===== src/rtl/g3f_pkg.sv =====
// Shared constants for the g3f multiphase sequencer.
//   MODE_JOHNSON / MODE_RING : values of the mode input
//   DIR_UP / DIR_DOWN        : values of the dir input
package g3f_pkg;
  localparam logic MODE_JOHNSON = 1'b0;
  localparam logic MODE_RING    = 1'b1;
  localparam logic DIR_UP       = 1'b0;
  localparam logic DIR_DOWN     = 1'b1;
endpackage


===== src/rtl/phase_prescaler.sv =====
// Prescaler for the multiphase sequencer: asserts tick once every div+1
// enabled cycles.
//   clk, rst_n : clock, asynchronous active-low reset
//   en         : run enable; low clears the count
//   div        : divide value, may change at any time
//   tick       : combinational advance request for the current cycle
module phase_prescaler #(
  parameter int DIV_W = 8
) (
  input  logic             clk,
  input  logic             rst_n,
  input  logic             en,
  input  logic [DIV_W-1:0] div,
  output logic             tick
);

  localparam logic [DIV_W-1:0] CNT_ONE = {{(DIV_W-1){1'b0}}, 1'b1};

  logic [DIV_W-1:0] cnt;

  // Compare with >= so that lowering div below the current count ticks at once.
  assign tick = en && (cnt >= div);

  // Cycle counter, cleared while disabled and on every tick.
  always_ff @(posedge clk or negedge rst_n) begin
    if (!rst_n) begin
      cnt <= '0;
    end else if (!en) begin
      cnt <= '0;
    end else if (tick) begin
      cnt <= '0;
    end else begin
      cnt <= cnt + CNT_ONE;
    end
  end

endmodule


===== src/rtl/multiphase_phase_gen.sv =====
// Multiphase sequencer: Johnson (2*STAGES phases) or one-hot ring (STAGES
// phases) shift register with prescaled advance, direction control, phase
// decode and self-repair of illegal states.
//   clk, rst_n : clock, asynchronous active-low reset
//   en, dir    : run enable, direction (0 up, 1 down)
//   mode       : 0 Johnson, 1 ring
//   div        : advance once every div+1 cycles
//   q          : registered shift-register state
//   phase      : phase index decoded from q
//   phase_oh   : one-hot of phase
//   wrap       : registered pulse when an advance lands on phase 0
//   fix        : registered pulse when an illegal state is repaired
module multiphase_phase_gen
  import g3f_pkg::*;
#(
  parameter  int STAGES = 3,
  parameter  int DIV_W  = 8,
  localparam int PH_W   = $clog2(2 * STAGES)
) (
  input  logic                  clk,
  input  logic                  rst_n,
  input  logic                  en,
  input  logic                  dir,
  input  logic                  mode,
  input  logic [DIV_W-1:0]      div,
  output logic [STAGES-1:0]     q,
  output logic [PH_W-1:0]       phase,
  output logic [2*STAGES-1:0]   phase_oh,
  output logic                  wrap,
  output logic                  fix
);

  localparam logic [STAGES-1:0]   Q_ONE  = {{(STAGES-1){1'b0}}, 1'b1};
  localparam logic [2*STAGES-1:0] OH_ONE = {{(2*STAGES-1){1'b0}}, 1'b1};
  localparam logic [PH_W-1:0]     PH_ONE = {{(PH_W-1){1'b0}}, 1'b1};
  // 2N reduced modulo 2^PH_W; 2N-pc stays correct because pc >= 1 there.
  localparam logic [PH_W-1:0]     TWO_N  = PH_W'(2 * STAGES);

  logic              tick;
  logic              legal;
  logic [STAGES-1:0] q_adv;
  logic [STAGES-1:0] q_next;
  logic              wrap_next;
  logic              fix_next;

  // Legal Johnson codes are a run of ones anchored at either end of q.
  function automatic logic johnson_legal(input logic [STAGES-1:0] v);
    logic [STAGES-1:0] inv;
    inv = ~v;
    return (((v & (v + Q_ONE)) == '0) || ((inv & (inv + Q_ONE)) == '0));
  endfunction

  function automatic logic ring_legal(input logic [STAGES-1:0] v);
    return ((v != '0) && ((v & (v - Q_ONE)) == '0));
  endfunction

  function automatic logic [PH_W-1:0] decode(input logic [STAGES-1:0] v,
                                             input logic              m);
    logic [PH_W-1:0] idx;
    logic [PH_W-1:0] pc;
    idx = '0;
    pc  = '0;
    if (m == MODE_RING) begin
      for (int i = 0; i < STAGES; i++) begin
        if (v[i]) begin
          idx = i[PH_W-1:0];
        end else begin
          idx = idx;
        end
      end
    end else begin
      for (int i = 0; i < STAGES; i++) begin
        pc = pc + (v[i] ? PH_ONE : '0);
      end
      if (pc == '0) begin
        idx = '0;
      end else if (v[0]) begin
        idx = pc;
      end else begin
        idx = TWO_N - pc;
      end
    end
    return idx;
  endfunction

  phase_prescaler #(.DIV_W(DIV_W)) u_prescaler (
    .clk   (clk),
    .rst_n (rst_n),
    .en    (en),
    .div   (div),
    .tick  (tick)
  );

  assign legal    = (mode == MODE_RING) ? ring_legal(q) : johnson_legal(q);
  assign phase    = decode(q, mode);
  assign phase_oh = OH_ONE << phase;

  // Candidate next state for one advance in the selected mode/direction.
  always_comb begin
    q_adv = q;
    case ({mode, dir})
      {MODE_JOHNSON, DIR_UP}:   q_adv = {q[STAGES-2:0], ~q[STAGES-1]};
      {MODE_JOHNSON, DIR_DOWN}: q_adv = {~q[0], q[STAGES-1:1]};
      {MODE_RING, DIR_UP}:      q_adv = {q[STAGES-2:0], q[STAGES-1]};
      {MODE_RING, DIR_DOWN}:    q_adv = {q[0], q[STAGES-1:1]};
      default:                  q_adv = q;
    endcase
  end

  // Repair beats advance; wrap only flags an advance landing on phase 0.
  always_comb begin
    q_next    = q;
    wrap_next = 1'b0;
    fix_next  = 1'b0;
    if (!legal) begin
      q_next   = (mode == MODE_RING) ? Q_ONE : '0;
      fix_next = 1'b1;
    end else if (tick) begin
      q_next    = q_adv;
      wrap_next = (decode(q_adv, mode) == '0);
    end else begin
      q_next = q;
    end
  end

  // State and pulse registers.
  always_ff @(posedge clk or negedge rst_n) begin
    if (!rst_n) begin
      q    <= '0;
      wrap <= 1'b0;
      fix  <= 1'b0;
    end else begin
      q    <= q_next;
      wrap <= wrap_next;
      fix  <= fix_next;
    end
  end

endmodule

===== config.mk =====
export PLATFORM = sky130hd
export DESIGN_NAME = multiphase_phase_gen
export DESIGN_NICKNAME = d
export VERILOG_FILES = /design/src/rtl/g3f_pkg.sv /design/src/rtl/phase_prescaler.sv /design/src/rtl/multiphase_phase_gen.sv
export SDC_FILE = /design/constraint.sdc
export NUM_CORES = 1
export LEC_CHECK = 0
export ABC_CLOCK_PERIOD_IN_PS = 2450
export BUFFER_PORTS_ARGS = -buffer_cell sky130_fd_sc_hd__buf_4
export CORE_ASPECT_RATIO = 1.1
export CORE_MARGIN = 1.5
export CORE_UTILIZATION = 47
export CTS_BUF_LIST = sky130_fd_sc_hd__clkbuf_16
export DETAILED_ROUTE_END_ITERATION = 8
export GPL_ROUTABILITY_DRIVEN = 0
export PLACE_DENSITY = 0.75
export SYNTH_ARGS = -nofsm -noshare
export SYNTH_HDL_FRONTEND = slang
export SYNTH_SLANG_ARGS = --single-unit
export TNS_END_PERCENT = 20

===== constraint.sdc =====
create_clock -name clk -period 2.45 [get_ports clk]
set_input_delay 0.245 -clock clk [delete_from_list [all_inputs] [get_ports clk]]
set_output_delay 0.245 -clock clk [all_outputs]
set_load 0.005 [all_outputs]

==> out/summary.txt <==
fin crit share: 1.03
WHS Endpoint: u_prescaler.cnt[1]$_DFF_PN0_
status: finished with violations
Max Fclk: 0.397 GHz
Reg2Reg Capture Point: wrap$_DFF_PN0_
final setup fails: 7
Clock Root Buffer: clkbuf_16
Net Sw Frac: 0.356
Die ar.: 2610 sq um
setup ws final: -70.5 ps
Tmin final: 2520 ps
register area share after synthesis: 0.299
post-DR wirelength/cell: 13.1 um
gr usage total: 0.210
register area: 325 sq um
CTS tree: yes
CP cell instances: inv_2, fa_1, inv_2, ha_4, a211oi_2, nor2_1, or2_4, inv_4, nor3_1, buf_4
synthesized area: 1090 sq um
Bufs on Longest Clock Path: 2
Max rail drop VDD: 0.000509 V
Critical Path Max Stage Delay: 570 ps
crit path max fanout: 4
Worst Clk Skew: 3.24 ps
Reg-to-Reg Start: q[2]$_DFFE_PN0P_
core area: 2230 sq um
critical path type: register to output pin
via/cell ratio: 5.23
drt first pass iters: 4
most common cell after layout, fill and taps aside: buf_4
Port Buffers: 26
vias in the first global route: 981
Syn Area/Cell: 8.92 sq um
internal power: 0.000792 W
largest net degree at the start of global routing: 14
Worst slew margin: 0.773
crit-path most repeated cell: inv_2
cell accounting for the most synthesized area: dfrtp_1
routed vias: 1015
Core Util, Final: 0.694
Leak: 0.812 nW
CP Capture Type: output pin
Die Y-Extent: 53.5 um
ratio of cells with drive above 1 in the final layout: 0.390
drt first-iter violations: 22
hold depth: 2
Antenna Nets Post-Route: 0
RSZ-0062 raised after global routing: yes
num ports: 27
P_sw: 0.000437 W
critical path's slowest cell: fa_1
Worst Tran Pin Value: 330 ps
syn nets: 151
Die Wd: 48.9 um
beginning of the worst hold path: en
CTS H-tree depth: 1
CP arrival: 2280 ps
Synth cell types: 33
Initial Utilization: 0.488
max_cap viols: 0
synthesized netlist cell count: 122
share of total power in the clock network: 0.239
Top delay family on crit path: adder cells
Synth area leaders: dfrtp_1 30%, ha_1 16%, inv_1 7.2%
CTS Sinks: 13
violated checks: setup timing
clock buffer count from CTS: 3
Clock Latency Late Sink: 240 ps
Multi-input gate area: 729 sq um
fin. max-slew vios: 0
Gate power share: 0.551
FF+latch count, synth: 13
Yosys top cell area share: 0.299
R2R depth: 11
DRC violations left: 0
initial antenna violation count: 0
crit start category: register
Syn-to-layout area delta: 42.2%
Power Density: 794 nW/um^2
HP Class: input pin to register
Filler Cell Count: 174
row count: 18
Hold Fails Final Rpt: 0
detailed placer's ending HPWL: 1920 um
final global-route overflow total: 0
Clock Pin Slew Worst Setup and Hold Paths: 40 ps
nets: 194
Data required, critical path: 2200 ps
Post-Route WL: 2540 um
first-pass GRT wire length: 4110 um
synth warn: 0
ant diodes: 0
Sequential Power Share: 0.209
Tot Pwr: 0.00123 W
most frequent cells in the layout: 38 x buf_4, 16 x inv_1, 13 x nor2_1, 13 x dfrtp_1, 12 x ha_1
Bufs and invs on worst path: 4
R2R setup slack: -20 ps
## cell usage after synthesis (all sizes together)
| library cell | count |
|---|---|
| nor3 | 6 |
| o21a | 1 |
| inv | 21 |
| nand4 | 1 |
| a2111o | 1 |
| fa | 2 |
| nor3b | 2 |
| nand3 | 6 |
| a221oi | 1 |
| o311ai | 1 |
| or2 | 1 |
| buf | 1 |
| mux2i | 2 |
| a211oi | 4 |
| nor2b | 1 |
| dfrtp | 13 |
| nor2 | 13 |
| nand2 | 4 |
| xnor2 | 2 |
| and2 | 1 |
| o221ai | 1 |
| o2111ai | 1 |
| o21ai | 3 |
| nor4 | 1 |
| or2b | 1 |
| ha | 14 |
| and2b | 1 |
| and3 | 4 |
| a21oi | 6 |
| nand2b | 1 |
| xor2 | 5 |
## cell type report
class,instances,share of cell area
multi-input cells,87,0.471
flip-flops and latches,13,0.210
repair buffers,39,0.191
inverters,21,0.0525
clock buffers,3,0.0485
well taps,30,0.0243
clock inverters,1,0.00243
## cells by family (layout without fill, tap and decap cells)
family	Yosys count	in the layout	share of synthesized area
flip-flops	13	13	0.299
AND/OR/NAND/NOR	43	43	0.208
adder cells (fa/ha/maj)	16	16	0.198
XOR/XNOR	7	7	0.0563
multiplexers	2	2	0.0184
AO/OA/AOI/OAI	19	19	0.144
buffers and inverters	22	64	0.0770
## what timing repair did
item                                    4_1_cts  5_1_grt
cloned                                        0        0
resized for setup                             8        9
pin swaps                                     4        6
hold buffers                                  1        0
endpoints found under the hold margin        13        0
endpoints found under the setup margin        7        8
setup buffers                                 1        2
## power by group through the flow
stage	registers [W]	clock network [W]	logic [W]
floorplan	0.000268	0	0.000307
global placement	0.000258	0	0.000547
detailed placement	0.000260	0	0.000574
CTS	0.000257	0.000297	0.000619
global route	0.000260	0.000308	0.000747
finish	0.000257	0.000294	0.000677
## routing by layer
layer | GRT usage | routed length, um | vias to the layer above
met5 | 0 | 0 | -
met4 | 0.0952 | 81 | 0
met1 | 0.224 | 1030 | 478
li1 | - | - | 500
met3 | 0.0282 | 82 | 8
met2 | 0.416 | 1340 | 29
## flip-flops by register name, indices dropped and copies added, names as in the netlist
name,cells
u_prescaler.cnt,8
q,3
wrap,1
fix,1
## stage by stage
stage / area (sq um) / TNS [ps] / hold slack (ps) / std cells / setup WS [ps]
floorplan: 1090 / 0 / -50.6 / 122 / 27.9
global placement: 1380 / 0 / 96.1 / 186 / 82.2
detailed placement: 1380 / 0 / 96.0 / 186 / 17.0
CTS: 1500 / -336 / 290 / 192 / -72.3
global route: 1550 / -1080 / 316 / 194 / -167
finish: 1550 / -389 / 291 / 194 / -70.5
## how the worst max path moves through the flow
stage	cells after the start	start	to	slack, ps
2_1_floorplan	8	q[0]$_DFFE_PN0P_	phase_oh[2]	30
3_3_place_gp	9	q[0]$_DFFE_PN0P_	phase_oh[3]	80
3_5_place_dp	9	q[0]$_DFFE_PN0P_	phase_oh[2]	20
4_1_cts	10	q[2]$_DFFE_PN0P_	phase_oh[1]	-70
5_1_grt	10	q[2]$_DFFE_PN0P_	phase_oh[5]	-170
6_report	10	q[2]$_DFFE_PN0P_	phase_oh[1]	-70
(Power assumes the default switching activity.)
